File: config.mk
export PLATFORM = sky130hd
export DESIGN_NAME = rdm_tx
export DESIGN_NICKNAME = d
export VERILOG_FILES = /design/src/rtl/rdm_tx.sv
export SDC_FILE = /design/constraint.sdc
export NUM_CORES = 1
export LEC_CHECK = 0
export ABC_AREA = 1
export BUFFER_PORTS_ARGS = -buffer_cell sky130_fd_sc_hd__buf_2
export CORE_AREA = 2 2 58 71
export CTS_CLUSTER_DIAMETER = 60
export CTS_CLUSTER_SIZE = 25
export DETAILED_ROUTE_END_ITERATION = 8
export DIE_AREA = 0 0 60 73
export PLACE_DENSITY = 0.65
export SETUP_SLACK_MARGIN = 0.15
export SLEW_MARGIN = 20
export SYNTH_ARGS = -nofsm -noshare
export SYNTH_HDL_FRONTEND = slang
export SYNTH_SLANG_ARGS = --single-unit
File: constraint.sdc
create_clock -name clk_50M -period 1.5 [get_ports clk_50M]
set_input_delay 0.225 -clock clk_50M [delete_from_list [all_inputs] [get_ports clk_50M]]
set_output_delay 0.225 -clock clk_50M [all_outputs]
set_load 0.05 [all_outputs]
File: src/rtl/rdm_tx.sv
// Serialises the 9-byte deposit message "RDM-SU<n>-#" as 8N1 UART; tx goes low one cycle after a request is accepted.
// Requests are only taken in IDLE and before done; busy reports when they would be dropped.
module rdm_tx #(
    parameter int CLKS_PER_BIT = 434
) (
    input  logic       clk_50M,
    input  logic       reset,
    input  logic       deposit_req,
    output logic       tx,
    output logic       RDM_active,
    output logic [1:0] subunit,
    output logic       busy,
    output logic       done
);

    localparam int CW = $clog2(CLKS_PER_BIT);
    localparam logic [CW-1:0] CNT_MAX = CW'(CLKS_PER_BIT - 1);
    localparam logic [3:0] LAST_BYTE = 4'd8;

    typedef enum logic [2:0] {
        IDLE,
        START,
        DATA,
        STOP,
        FINISH
    } state_t;

    state_t        state_q, state_d;
    logic [CW-1:0] cnt_q, cnt_d;
    logic [3:0]    byte_q, byte_d;
    logic [2:0]    bit_q, bit_d;
    logic [1:0]    sub_q, sub_d;
    logic          done_q, done_d;

    logic [7:0]    cur_byte;
    logic          bit_end;

    // Byte 6 is the only variable character: ASCII digit of the subunit.
    function automatic logic [7:0] msg_byte(input logic [3:0] idx, input logic [1:0] su);
        case (idx)
            4'd0:    msg_byte = 8'h52;
            4'd1:    msg_byte = 8'h44;
            4'd2:    msg_byte = 8'h4D;
            4'd3:    msg_byte = 8'h2D;
            4'd4:    msg_byte = 8'h53;
            4'd5:    msg_byte = 8'h55;
            4'd6:    msg_byte = {6'b001100, su};
            4'd7:    msg_byte = 8'h2D;
            default: msg_byte = 8'h23;
        endcase
    endfunction

    assign cur_byte = msg_byte(byte_q, sub_q);
    assign bit_end  = (cnt_q == CNT_MAX);

    always_ff @(posedge clk_50M) begin
        if (reset) begin
            state_q <= IDLE;
            cnt_q   <= '0;
            byte_q  <= '0;
            bit_q   <= '0;
            sub_q   <= '0;
            done_q  <= 1'b0;
        end else begin
            state_q <= state_d;
            cnt_q   <= cnt_d;
            byte_q  <= byte_d;
            bit_q   <= bit_d;
            sub_q   <= sub_d;
            done_q  <= done_d;
        end
    end

    always_comb begin
        state_d    = state_q;
        cnt_d      = cnt_q;
        byte_d     = byte_q;
        bit_d      = bit_q;
        sub_d      = sub_q;
        done_d     = done_q;
        tx         = 1'b1;
        RDM_active = 1'b0;
        case (state_q)
            IDLE: begin
                if (deposit_req && !done_q) begin
                    state_d = START;
                    cnt_d   = '0;
                    byte_d  = '0;
                    bit_d   = '0;
                end
            end
            START: begin
                tx         = 1'b0;
                RDM_active = 1'b1;
                if (bit_end) begin
                    cnt_d   = '0;
                    bit_d   = '0;
                    state_d = DATA;
                end else begin
                    cnt_d = cnt_q + 1'b1;
                end
            end
            DATA: begin
                tx         = cur_byte[bit_q];
                RDM_active = 1'b1;
                if (bit_end) begin
                    cnt_d = '0;
                    if (bit_q == 3'd7) begin
                        state_d = STOP;
                    end else begin
                        bit_d = bit_q + 3'd1;
                    end
                end else begin
                    cnt_d = cnt_q + 1'b1;
                end
            end
            STOP: begin
                RDM_active = 1'b1;
                if (bit_end) begin
                    cnt_d = '0;
                    // Next start bit follows immediately: frames are back-to-back.
                    if (byte_q == LAST_BYTE) begin
                        state_d = FINISH;
                    end else begin
                        byte_d  = byte_q + 4'd1;
                        state_d = START;
                    end
                end else begin
                    cnt_d = cnt_q + 1'b1;
                end
            end
            FINISH: begin
                if (sub_q == 2'd3) begin
                    done_d = 1'b1;
                end else begin
                    sub_d = sub_q + 2'd1;
                end
                state_d = IDLE;
            end
            default: state_d = IDLE;
        endcase
    end

    assign subunit = sub_q;
    assign done    = done_q;
    assign busy    = (state_q != IDLE) || done_q;

endmodule

==> impl_summary.md, run 1 <==
Run status
The run finished, with violations left. The checks that failed: setup timing.

Worst hold path
The worst hold path belongs to the class in2reg. For hold timing, the worst endpoint is cnt_q[1]. The instance count along the most critical hold path is 2.

The worst hold path begins at reset.

STA
Timing would allow up to 528 MHz. The final critical-path required period is 1.89 ns. In the final timing run, aggregate negative setup slack is -0.792 ns. The final critical-path share of the clock period is 126%. The final setup skew is between 0.01 and 0.015 ns. Headroom to the max-slew limit came out at 77.7%. Across all hold checks on the routed design, the worst slack comes to 0.308 ns. In the post-route analysis, the smallest setup slack over all paths is -0.394 ns.

Setup repair after global routing could not meet its margin everywhere. The number of max-slew violations in the final report is 0. The total setup violations reported at the end of the flow is 11.

For the pin with the worst max-slew slack, the measured transition is 0.331 ns. The number of failing hold endpoints at the final stage is 0.

CTS
The root buffer cell chosen for the clock tree is clkbuf_8. The clock latency reported for the late side of the worst-skew pair is ~0.28 ns. The TritonCTS clock tree is built.

The number of hold-repair buffers added at the cts stage is 0. In this run the deepest clock path goes through 2 buffers. The CTS H-tree depth is 1.

Counting the buffers created by CTS gives 3. The clock transition time at the flip-flop clock pins of the worst setup and hold paths is approximately 0.080 ns. The number of clock sinks seen by CTS is 22.

Yosys
The number of synthesized register bits is 22. The area of the mapped netlist is 1450 um^2. Dividing the synthesized area by the synthesized cell count gives 6.53 um^2.

The cell count after synthesis came out at between 200 and 250. Summing the sequential cell areas from Yosys gives 30.4% of the chip area. The post-synthesis net count is 234.

The number of different library cells used by synthesis comes to 30. During synthesis, Yosys emitted a total of 0 warnings.

Floorplan
The floorplan has 25 rows. The core footprint is 3780 um^2. The floorplan die area is between 4000 and 5000 um^2. The top-level port count is 9. Measured along the x axis, the die boundary spans 60 um. For this configuration, the core starts out at a cell density of 38.3%. The floorplan step set the die height to approximately 73 um.

Global route
The number of global-route vias before repair is 1548. The total global routing track utilization is 19.5%. The wire length of the first global-routing pass is 6570 um. Entering global routing, the biggest net connects 14 pins. The initial antenna violation count was 0. For this run the aggregate overflow at the end of global routing stands at 0.

Cells and area
The diode insertion count for antenna repair is 0. The library cell used most frequently in the layout, excluding fill and tap cells, is buf_4. The post-route netlist has 55.0% of its cells at a drive strength greater than 1. The library cells used most frequently in the layout, excluding fill and tap cells, are 37 x buf_4, 31 x nand2_1, 19 x nor2_1, 18 x inv_1, 14 x a21oi_1. The finished cells cover 2470 um^2. Relative to the synthesized area, the layout overhead comes to 70.6%.

The count of nets after finishing is between 200 and 300.

Route
The remaining number of nets flagged by the antenna check after routing is 0. The first detailed-routing pass ran for 4 iterations. The detailed-route wire length per cell is roughly 14 um. The average vias per placed instance is 5.04. The DRC violation count after routing is 0.

The number of DRC markers in iteration 0 is 60. For this block, the via count after detailed routing is between 1500 and 2000. Wires add up to 4640 um.

Pwr
The switching fraction of total power is between 40 and 50%. The internal power of the cells totals 2.48 mW. The relative contribution of the clock network to total power is approximately 11%. For this design the total switching power over the nets is 2.20 mW. The part of the power in combinational logic is 70.3%.

Dividing total power by cell area gives a power density of roughly 1900 nW/um^2. IR analysis of the VDD net gives a maximum drop of 863 uV. In this run, flip-flops and latches consume 18.8% of the power. After layout, the design draws a total of 4.68 mW.

For this design the static power due to leakage is 0.995 nW.

Placement
The detailed placer's ending HPWL is 2580 um. The count of input and output buffers is 8. The placed standard-cell area is 1780 um^2. OpenSTA, run right after detailed placement, puts the worst setup slack at -0.243 ns. At the end of routability-driven placement, the weighted congestion stood at 0.855.

Worst setup path
The class of the most critical setup path is reg2out. The startpoint of the lowest-slack register-to-register path is cnt_q[1]. The kind of start point of the critical path is a flop. The depth of the worst register-to-register path is 10. The capturing point of the worst reg2reg path is state_q[1]. The worst-path maximum fanout is 4. In this run the register-to-register setup slack is -0.06 ns. The worst endpoint required time is 1.27 ns. The endpoint class of the critical path is a primary output.

The endpoint arrival time on the critical path is around 1.7 ns.

Job
The tool flagged a number of max-cap violations equal to 0.
==> cells in the mapped netlist <==
cell type	number	area share, %
and2_1	1	0.43
o21ai_1	2	0.69
nor3_2	1	0.69
xor2_1	1	0.60
nor3_1	5	1.7
a21boi_0	1	0.52
o22ai_1	2	0.86
a21oi_1	20	6.9
inv_2	4	1.0
clkinv_1	1	0.26
nand3_1	21	7.3
nand4_1	3	1.3
dfxtp_1	22	30
buf_2	2	0.69
nand3b_1	1	0.52
ha_1	9	7.8
inv_1	25	6.5
nand3_2	2	1.4
o21ai_0	9	3.1
a21oi_2	2	1.2
nor2_1	26	6.7
a211oi_1	2	1.0
nand2_2	3	1.3
nand2_4	1	0.78
xnor2_1	2	1.2
nor2_4	1	0.78
nand2_1	50	13
o21ai_2	1	0.60
clkbuf_1	1	0.26
o31ai_1	1	0.52
==> critical path, stage by stage, from the launching register on <==
cell,delay (ns)
dfxtp_4,0.39
inv_4,0.06
ha_4,0.16
o21ai_1,0.12
nand2_1,0.11
nand3_1,0.08
nand3_1,0.08
a21oi_2,0.14
nand2_2,0.08
nand2_4,0.06
buf_8,0.13
==> layout make-up <==
| type | count | area, um^2 |
|---|---|---|
| clock buffer | 4 | 66.3 |
| inverter | 30 | 141 |
| timing repair buffer | 55 | 460 |
| multi-input combinational | 167 | 1260 |
| tap | 54 | 67.6 |
| fill | 301 | 1310 |
| sequential | 22 | 473 |
==> power groups by stage <==
stage	Sequential, mW	Clock (mW)	Combinational (mW)
3_5_place_dp	0.868	0	1.99
4_1_cts	0.899	0.512	2.41
2_1_floorplan	0.847	0	1.47
5_1_grt	0.897	0.534	3.55
6_report	0.882	0.511	3.29
3_3_place_gp	0.864	0	1.98
==> cells by family after synthesis <==
family,Yosys count,synth area share (%)
compound gates,40,15.5
buf+inv,33,8.72
simple gates,115,35.8
fa+ha+maj,9,7.77
xor+xnor,3,1.81
flops,22,30.4
==> stage by stage <==
stage | std cells | util, %
after floorplan | 222 | -
after global placement | 303 | 46.9
after detailed placement | 303 | 46.9
after CTS | 315 | 55.1
after global routing | 332 | 65.3
final | 332 | 65.3
==> worst max-delay path by stage <==
| stage | startpoint | end | cells past startpoint |
|---|---|---|---|
| after global routing | byte_q[0] | tx | 12 |
| after global placement | byte_q[1] | tx | 12 |
| after CTS | byte_q[0] | tx | 10 |
| after floorplan | byte_q[1] | tx | 9 |
| after detailed placement | byte_q[1] | tx | 10 |
| final | byte_q[0] | tx | 10 |
==> state kept, by name, indices dropped and copies added (netlist names) <==
register / flops
cnt_q: 9
subunit: 2
byte_q: 4
done: 1
bit_q: 3
state_q: 3
==> per-layer routing <==
layer | up-vias | part of all wire (%) | GRT usage [%]
met5 | - | 0 | 0
met3 | 17 | 2.2 | 1.60
met2 | 32 | 57 | 35.6
li1 | 837 | - | -
met4 | 0 | 2.6 | 9.14
met1 | 787 | 38 | 22.1
==> timing repair <==
item	CTS	global route
gates resized for setup	46	68
endpoints found under the setup margin	20	22
gates cloned	0	0
pin swaps	23	31
buffers inserted	8	17
Note: power is estimated with default switching activity, not from simulation.
==> inputs of run 2 (changes only) <==
Settings changed: PLACE_DENSITY 0.65 to 0.63.
Clock period 1.5 ns to 1.9 ns, I/O delays scaled along.
==> run 2 against run 1 <==
- the run still ends with setup timing left
- sequential share of layout area increased by 6.3 points
- global-route usage decreased by 2.8 points
- cell count shrank 12%
- via count fell by 15%
- sequential power is 24% lower
- count of clock-buffer cells in the layout stayed put
- first-iteration DRC count down 17%
==> impl_summary.md, run 2 (same netlist as run 1, synthesis figures left out) <==
Global route
The number of global-route vias before repair is 1364 (-12%). The initial antenna violation count is 0 (unchanged). The total overflow reported by the global router is 0 (unchanged). The maximum number of pins on one net before global-route repair came to 13 (-1). The wire length of the first global-routing pass is 5590 um (-15%).

The total global routing track utilization is 16.7% (-2.8 points).

Run status
The final reports fail on setup timing. The run finished, with violations left.

Route
The remaining number of nets flagged by the antenna check after routing came to 0 (unchanged). The total wire length is 3270 um (-30%). The routed via count is 1423 (-15%). The number of DRC markers in iteration 0 came to 50 (-17%). The detailed-route wire length per cell came to 11.2 um (-20%). The DRC violation count after routing is 0 (unchanged). The average vias per placed instance was 4.86 (-3.6%). The first-pass iteration count of the detailed router was 4 (unchanged).

STA
The number of max-slew violations in the final report is 0 (unchanged). The final setup skew is 0.00230 ns (-0.00923 ns). Setup repair after global routing could not meet its margin everywhere. The worst max-slew margin expressed relative to the limit was 77.6% (about the same). The worst path in the final design needs a cycle of 1.98 ns, including I/O delays and setup. The final critical-path share of the clock period is 104%. The final total negative setup slack was -0.0807 ns (+0.712 ns). The timing-limited maximum frequency is a little over 500 MHz.

The total setup violations reported at the end of the flow is 1 (-10). The pin slew with the least headroom to its limit is 0.334 ns (+0.00295 ns). The number of failing hold endpoints at the final stage is 0 (unchanged). The setup slack of the critical path after layout is -0.0807 ns (+0.314 ns).

Pwr
The static power due to leakage is 0.729 nW (-27%). The switching fraction of total power is 48.8% (+1.9 points). The power per cell area is 1460 nW/um^2 (-23%). The part of the power in combinational logic came to 61.0% (-9.3 points). The switching power summed over all nets is 1.26 mW (-43%).

The relative contribution of the clock network to total power was 13.1% (+2.2 points). The maximum resistive drop on vdd is 534 uV (-38%). The share of power burned in registers is 25.8% (+7.0 points). The power consumption came to 2.58 mW (-45%). The cell internal power dissipation is 1.32 mW (-47%).

Worst setup path
The endpoint identified for the worst register-to-register timing path is bit_q[0]. Tracing the worst setup path back leads to its startpoint at byte_q[0]. The setup slack of the most critical reg-to-reg path came to 0.36 ns (+0.42 ns). In this run the worst setup path terminates at tx. The endpoint class of the critical path is a primary output. The depth of the worst register-to-register path is 9 (-1).

The endpoint arrival time on the critical path is 1.70 ns (+0.03 ns). The class of the most critical setup path is reg2out. The worst endpoint required time came to 1.62 ns (+0.35 ns). The worst-path maximum fanout is 4 (unchanged). The startpoint of the lowest-slack register-to-register path is cnt_q[1]. STA classifies the critical path startpoint as a flop.

Worst hold path
The type of the tightest min-delay check is in2reg.

Cells and area
The fraction of final layout cells with drive strength greater than 1 is 23.4% (-32 points). Compared with the post-synthesis result, the final layout area differs by 21.8%. The combined area of the multi-input logic cells is 961 um^2 (-24%). The cell area after layout is 1770 um^2 (-29%). The sequential standard cell area came to 449 um^2 (-5.0%). The share of the core filled with cells is 46.6% (-19 points).

The flip-flop count of the largest register after layout came to 9 (unchanged). The diode insertion count for antenna repair is 0 (unchanged). The total of fill cells in the finished design was 396 (+32%). In the layout the commonest cells are 47 x nand2_1, 24 x nor2_1, 22 x inv_1, 19 x nand3_1, 19 x dfxtp_1. The commonest non-fill, non-tap cell in the layout is nand2_1. The register with the highest flop count is cnt_q.

The largest registers in the layout are cnt_q (9), byte_q (4). The count of nets after finishing was 252 (-13%).

CTS
The clock latency reported for the late side of the worst-skew pair was 0.26 ns (-0.02 ns). The number of buffers created by CTS came to 3 (unchanged). The CTS H-tree depth was 1 (unchanged). The number of buffers on the longest clock path is 2 (unchanged). The tree is rooted in a clkbuf_8. The number of clock sinks seen by CTS is 22 (unchanged). TritonCTS built the clock tree.

The clock transition time at the flip-flop clock pins of the worst setup and hold paths is 0.08 ns (about the same). The number of hold-repair buffers added at the cts stage is 0 (unchanged).

Floorplan
The vertical die dimension came to 73 um (unchanged). The row count is 25 (unchanged). The x dimension of the die is 60 um (unchanged). The initial cell density of the core is 38.3% (unchanged). The top-level port count was 9 (unchanged).

The core footprint was 3780 um^2 (unchanged). The floorplan die area is 4380 um^2 (unchanged).

Placement
The placed standard-cell area came to 1580 um^2 (-11%). The count of input and output buffers is 8 (unchanged). The global placer's final weighted congestion is 0.874 (+2.3%). The detailed placer's ending HPWL came to 2470 um (-4.5%).

Job
The max capacitance violation total came to 0 (unchanged).
[run 2: cell count changes in the layout (fill, tap and decap cells not counted), sizes merged]
cell      before  now
inv           28   29
buf           55   16
clkinvlp       1    0
[run 2: through the flow]
| step | cells | setup WS, ns | hold slack, ns |
|---|---|---|---|
| finish | 293 | -0.0807 | 0.321 |
| floorplan | 222 | 0.181 | 0.463 |
| detailed placement | 286 | -0.00560 | 0.487 |
| global route | 293 | -0.171 | 0.348 |
| CTS | 293 | -0.0765 | 0.327 |
| global placement | 286 | 0.0570 | 0.481 |
[run 2: worst min-delay path by stage]
stage                       endpoint       start  depth (start not counted)
final                      byte_q[2]       reset                          2
after global routing       byte_q[3]       reset                          2
after CTS                   cnt_q[8]       reset                          2
after detailed placement  subunit[1]  subunit[1]                          2
after global placement    subunit[1]  subunit[1]                          2
after floorplan             cnt_q[5]    cnt_q[5]                          2
[run 2: cell type report]
cell class / count / area share [%]
multi-input combinational: 167 / 54.4
sequential: 22 / 25.4
timing repair buffer: 16 / 6.66
inverter: 30 / 6.52
tap: 54 / 3.83
clock buffer: 4 / 3.12
[run 2: metal layers]
metal | track usage [%] | share of wire, % | vias to the layer above
met3 | 2.48 | 2.4 | 5
met5 | 0 | 0 | -
met2 | 30.7 | 53 | 22
met1 | 18.5 | 43 | 636
li1 | - | - | 760
met4 | 6.91 | 1.7 | 0
[run 2: timing repair]
item / in CTS / in global routing
pin swaps: 6 / 6
resized for setup: 21 / 12
endpoints found under the setup margin: 1 / 7
setup buffers: 3 / 0
[run 2: power groups by stage]
stage	Clock [mW]	Combinational (mW)	Sequential (mW)
2_1_floorplan	0	1.08	0.636
3_3_place_gp	0	1.38	0.656
3_5_place_dp	0	1.37	0.658
4_1_cts	0.358	1.53	0.663
5_1_grt	0.369	1.77	0.685
6_report	0.340	1.58	0.668
[run 2: worst max-delay path: stages (launching register included)]
cell and delay [ns]:
dfxtp_4 0.37, buf_6 0.12, ha_4 0.16, inv_2 0.06, nor2_2 0.04, a21oi_2 0.13, nand2_1 0.08, a21oi_1 0.13
nand2_1 0.06, nand2_1 0.07, nand2_2 0.05, buf_8 0.14
==> inputs of run 3 (changes only) <==
Clock period 1.9 ns to 2.1 ns, I/O delays scaled along.
==> run 3 against run 2 <==
- highest routed layer unchanged
- cell count down 1.0%
- setup slack better by 0.19 ns
- worst hold slack better by 0.028 ns
- clock skew up 0.0052 ns
- first-iteration DRC count up 50%
- via count down 0.84%
- routed wire length down 0.37%
- critical path type unchanged
- core utilization down 0.46 points
- clock power up 18%
- power down 7.1%
- sequential share of layout area up 0.25 points
- the run now ends clean
- combinational power down 12%
==> impl_summary.md, run 3 (same netlist as run 1, synthesis figures left out) <==
Run status
The run finished with clean final reports.

Floorplan
The row count is 25 (unchanged). The top-level port count is 9 (unchanged). The vertical die dimension is 73 um (unchanged). The initial cell density of the core came to 38.3% (unchanged). The x dimension of the die came to 60 um (unchanged). The core footprint was 3780 um^2 (unchanged).

The floorplan die area is 4380 um^2 (unchanged).

Global route
The wire length of the first global-routing pass is 5550 um (-0.75%). The total global routing track utilization is 16.5% (-0.20 points). The initial antenna violation count came to 0 (unchanged). The maximum number of pins on one net before global-route repair is 14 (+1).

The number of global-route vias before repair is 1304 (-4.4%). The total overflow reported by the global router is 0 (unchanged).

STA
The final critical-path share of the clock period is 95.0%. The pin slew with the least headroom to its limit is 0.353 ns (+0.0191 ns). The number of max-slew violations in the final report is 0 (unchanged).

Counting I/O delays and the setup requirement, the final critical path takes 2.00 ns. Setup repair after global routing could not meet its margin everywhere. The final setup skew is 0.00755 ns (+0.00525 ns). The total setup violations reported at the end of the flow is 0 (-1). The final total negative setup slack was 0 ns (+0.0807 ns). The number of failing hold endpoints at the final stage is 0 (unchanged). Based on the critical path, the design can be clocked at up to 501 MHz.

The setup slack of the critical path after layout is 0.104 ns (+0.185 ns). The worst max-slew margin expressed relative to the limit is 76.4% (-1.3 points).

CTS
The clock latency reported for the late side of the worst-skew pair is 0.27 ns (about the same). The clock transition time at the flip-flop clock pins of the worst setup and hold paths is 0.09 ns (about the same). The CTS H-tree depth is 1 (unchanged). The number of buffers on the longest clock path is 2 (unchanged). TritonCTS built the clock tree.

The number of buffers created by CTS is 3 (unchanged). The root buffer cell is clkbuf_8. The number of clock sinks seen by CTS was 22 (unchanged).

Route
The DRC violation count after routing is 0 (unchanged). The detailed-route wire length per cell came to 11.2 um (+0.66%). The remaining number of nets flagged by the antenna check after routing is 0 (unchanged). The first-pass iteration count of the detailed router was 5 (+1). The number of DRC markers in iteration 0 is 75 (+50%). The average vias per placed instance is 4.87 (+0.18%).

The routed via count is 1411 (-0.84%). The total wire length came to 3260 um (-0.37%).

Worst setup path
The worst endpoint required time is 1.78 ns (+0.16 ns). By startpoint and endpoint, the worst setup path is classified as reg2out. The setup slack of the most critical reg-to-reg path was 0.42 ns (+0.06 ns). The worst setup path is launched from a flop. The most numerous cell type found on the critical path is nand2_1. The endpoint arrival time on the critical path is 1.68 ns (-0.02 ns). The worst setup path endpoint is tx. The depth of the worst register-to-register path was 8 (-1). On the critical path, the stage with the largest delay is an instance of dfxtp_4.

The capturing point of the worst reg2reg path is state_q[0]. The endpoint class of the critical path is a primary output. The maximum cell stage delay along the critical path came to 0.39 ns (+0.02 ns). The instance count on the critical path is 12 (+1).

The startpoint of the lowest-slack register-to-register path is cnt_q[0]. The number of buffers and inverters on the critical path is 2 (-1). In this design, the largest share of critical-path delay is due to simple AND/OR/NAND/NOR gates. The worst-path maximum fanout is 4 (unchanged).

Walking the worst path, the cells encountered are inv_4 -> ha_4 -> o21ai_2 -> nand2_2 -> nor2_1 -> nor2_1 -> nand2_1 -> nand2_1 -> nand2_1 -> nand2_1 -> nand2_1 -> buf_6. The critical path launch point is byte_q[0].

Placement
The post-placement setup slack is 0.119 ns (+0.124 ns). The detailed placer's ending HPWL is 2400 um (-2.7%). The count of input and output buffers is 8 (unchanged). The placed cell count is 283 (-1.0%). The global placer's final weighted congestion is 0.859 (-1.7%).

Cells and area
The growth of design area from synthesis to finish is 20.6%. The fraction of final layout cells with drive strength greater than 1 is 21.6% (-1.8 points). The commonest non-fill, non-tap cell in the layout is nand2_1. The share of the core filled with cells is 46.2% (-0.46 points). The count of nets after finishing was 249 (-1.2%). In the final layout, the registers with the most flip-flops are cnt_q (9), byte_q (4). The flip-flop count of the largest register after layout was 9 (unchanged). More flip-flops sit in one register than any other, and that register is cnt_q. The diode insertion count for antenna repair is 0 (unchanged).

The filler-free cell count of the finished design came to 290 (-1.0%). In the layout the commonest cells are 48 x nand2_1, 26 x nor2_1, 22 x inv_1, 19 x dfxtp_1, 18 x nand3_1.

Pwr
The power consumption is 2.40 mW (-7.1%). The power per cell area is 1370 nW/um^2 (-6.2%). The maximum resistive drop on vdd is 483 uV (-9.7%). The static power due to leakage came to 0.714 nW (-2.0%).

Job
The max capacitance violation total came to 0 (unchanged).

Worst hold path
In this run the worst hold path is classified as in2reg.
==> run 3: routing by layer <==
layer  global-route usage, %  up-vias  wire [um]
met1                    19.6      637       1470
met4                    7.90        0         61
met2                    28.9       18       1660
met5                       0        -          0
li1                        -      751          -
met3                    1.60        5         64
==> run 3: area by class of cell <==
| cell class | instances | area, um^2 |
|---|---|---|
| clock inverter | 1 | 30.0 |
| clock buffer | 3 | 41.3 |
| tap | 54 | 67.6 |
| inverter | 30 | 115 |
| timing repair buffer | 13 | 87.6 |
| sequential | 22 | 449 |
| multi-input combinational | 167 | 957 |
| fill | 389 | 2040 |
==> run 3: timing repair <==
| action | in CTS | in global routing |
|---|---|---|
| hold buffers | 0 | 0 |
| buffers inserted | 0 | 3 |
| pin swaps | 2 | 9 |
| gates resized for setup | 16 | 14 |
| gates cloned | 0 | 0 |
| endpoints found under the setup margin | 1 | 1 |
==> run 3: report_power, final <==
group,leakage [nW],switching (mW),internal (mW),total [mW]
clock network,0.0357,0.147,0.255,0.402
registers,0.181,0.105,0.505,0.610
logic,0.498,0.897,0.492,1.39
total,0.714,1.15,1.25,2.40
==> run 3: worst min-delay path by stage <==
stage	endpoint	cells after the start	slack (ns)	from
after global placement	subunit[1]	2	0.48	subunit[1]
after CTS	cnt_q[8]	2	0.34	reset
after detailed placement	cnt_q[5]	2	0.48	cnt_q[5]
after floorplan	cnt_q[5]	2	0.46	cnt_q[5]
after global routing	byte_q[3]	2	0.37	reset
final	cnt_q[8]	2	0.35	reset
==> run 3: through the flow <==
step	hold WS [ns]	cell area, um^2
6_report	0.349	1750
5_1_grt	0.365	1750
4_1_cts	0.343	1680
3_5_place_dp	0.483	1560
3_3_place_gp	0.484	1560
2_1_floorplan	0.463	1450
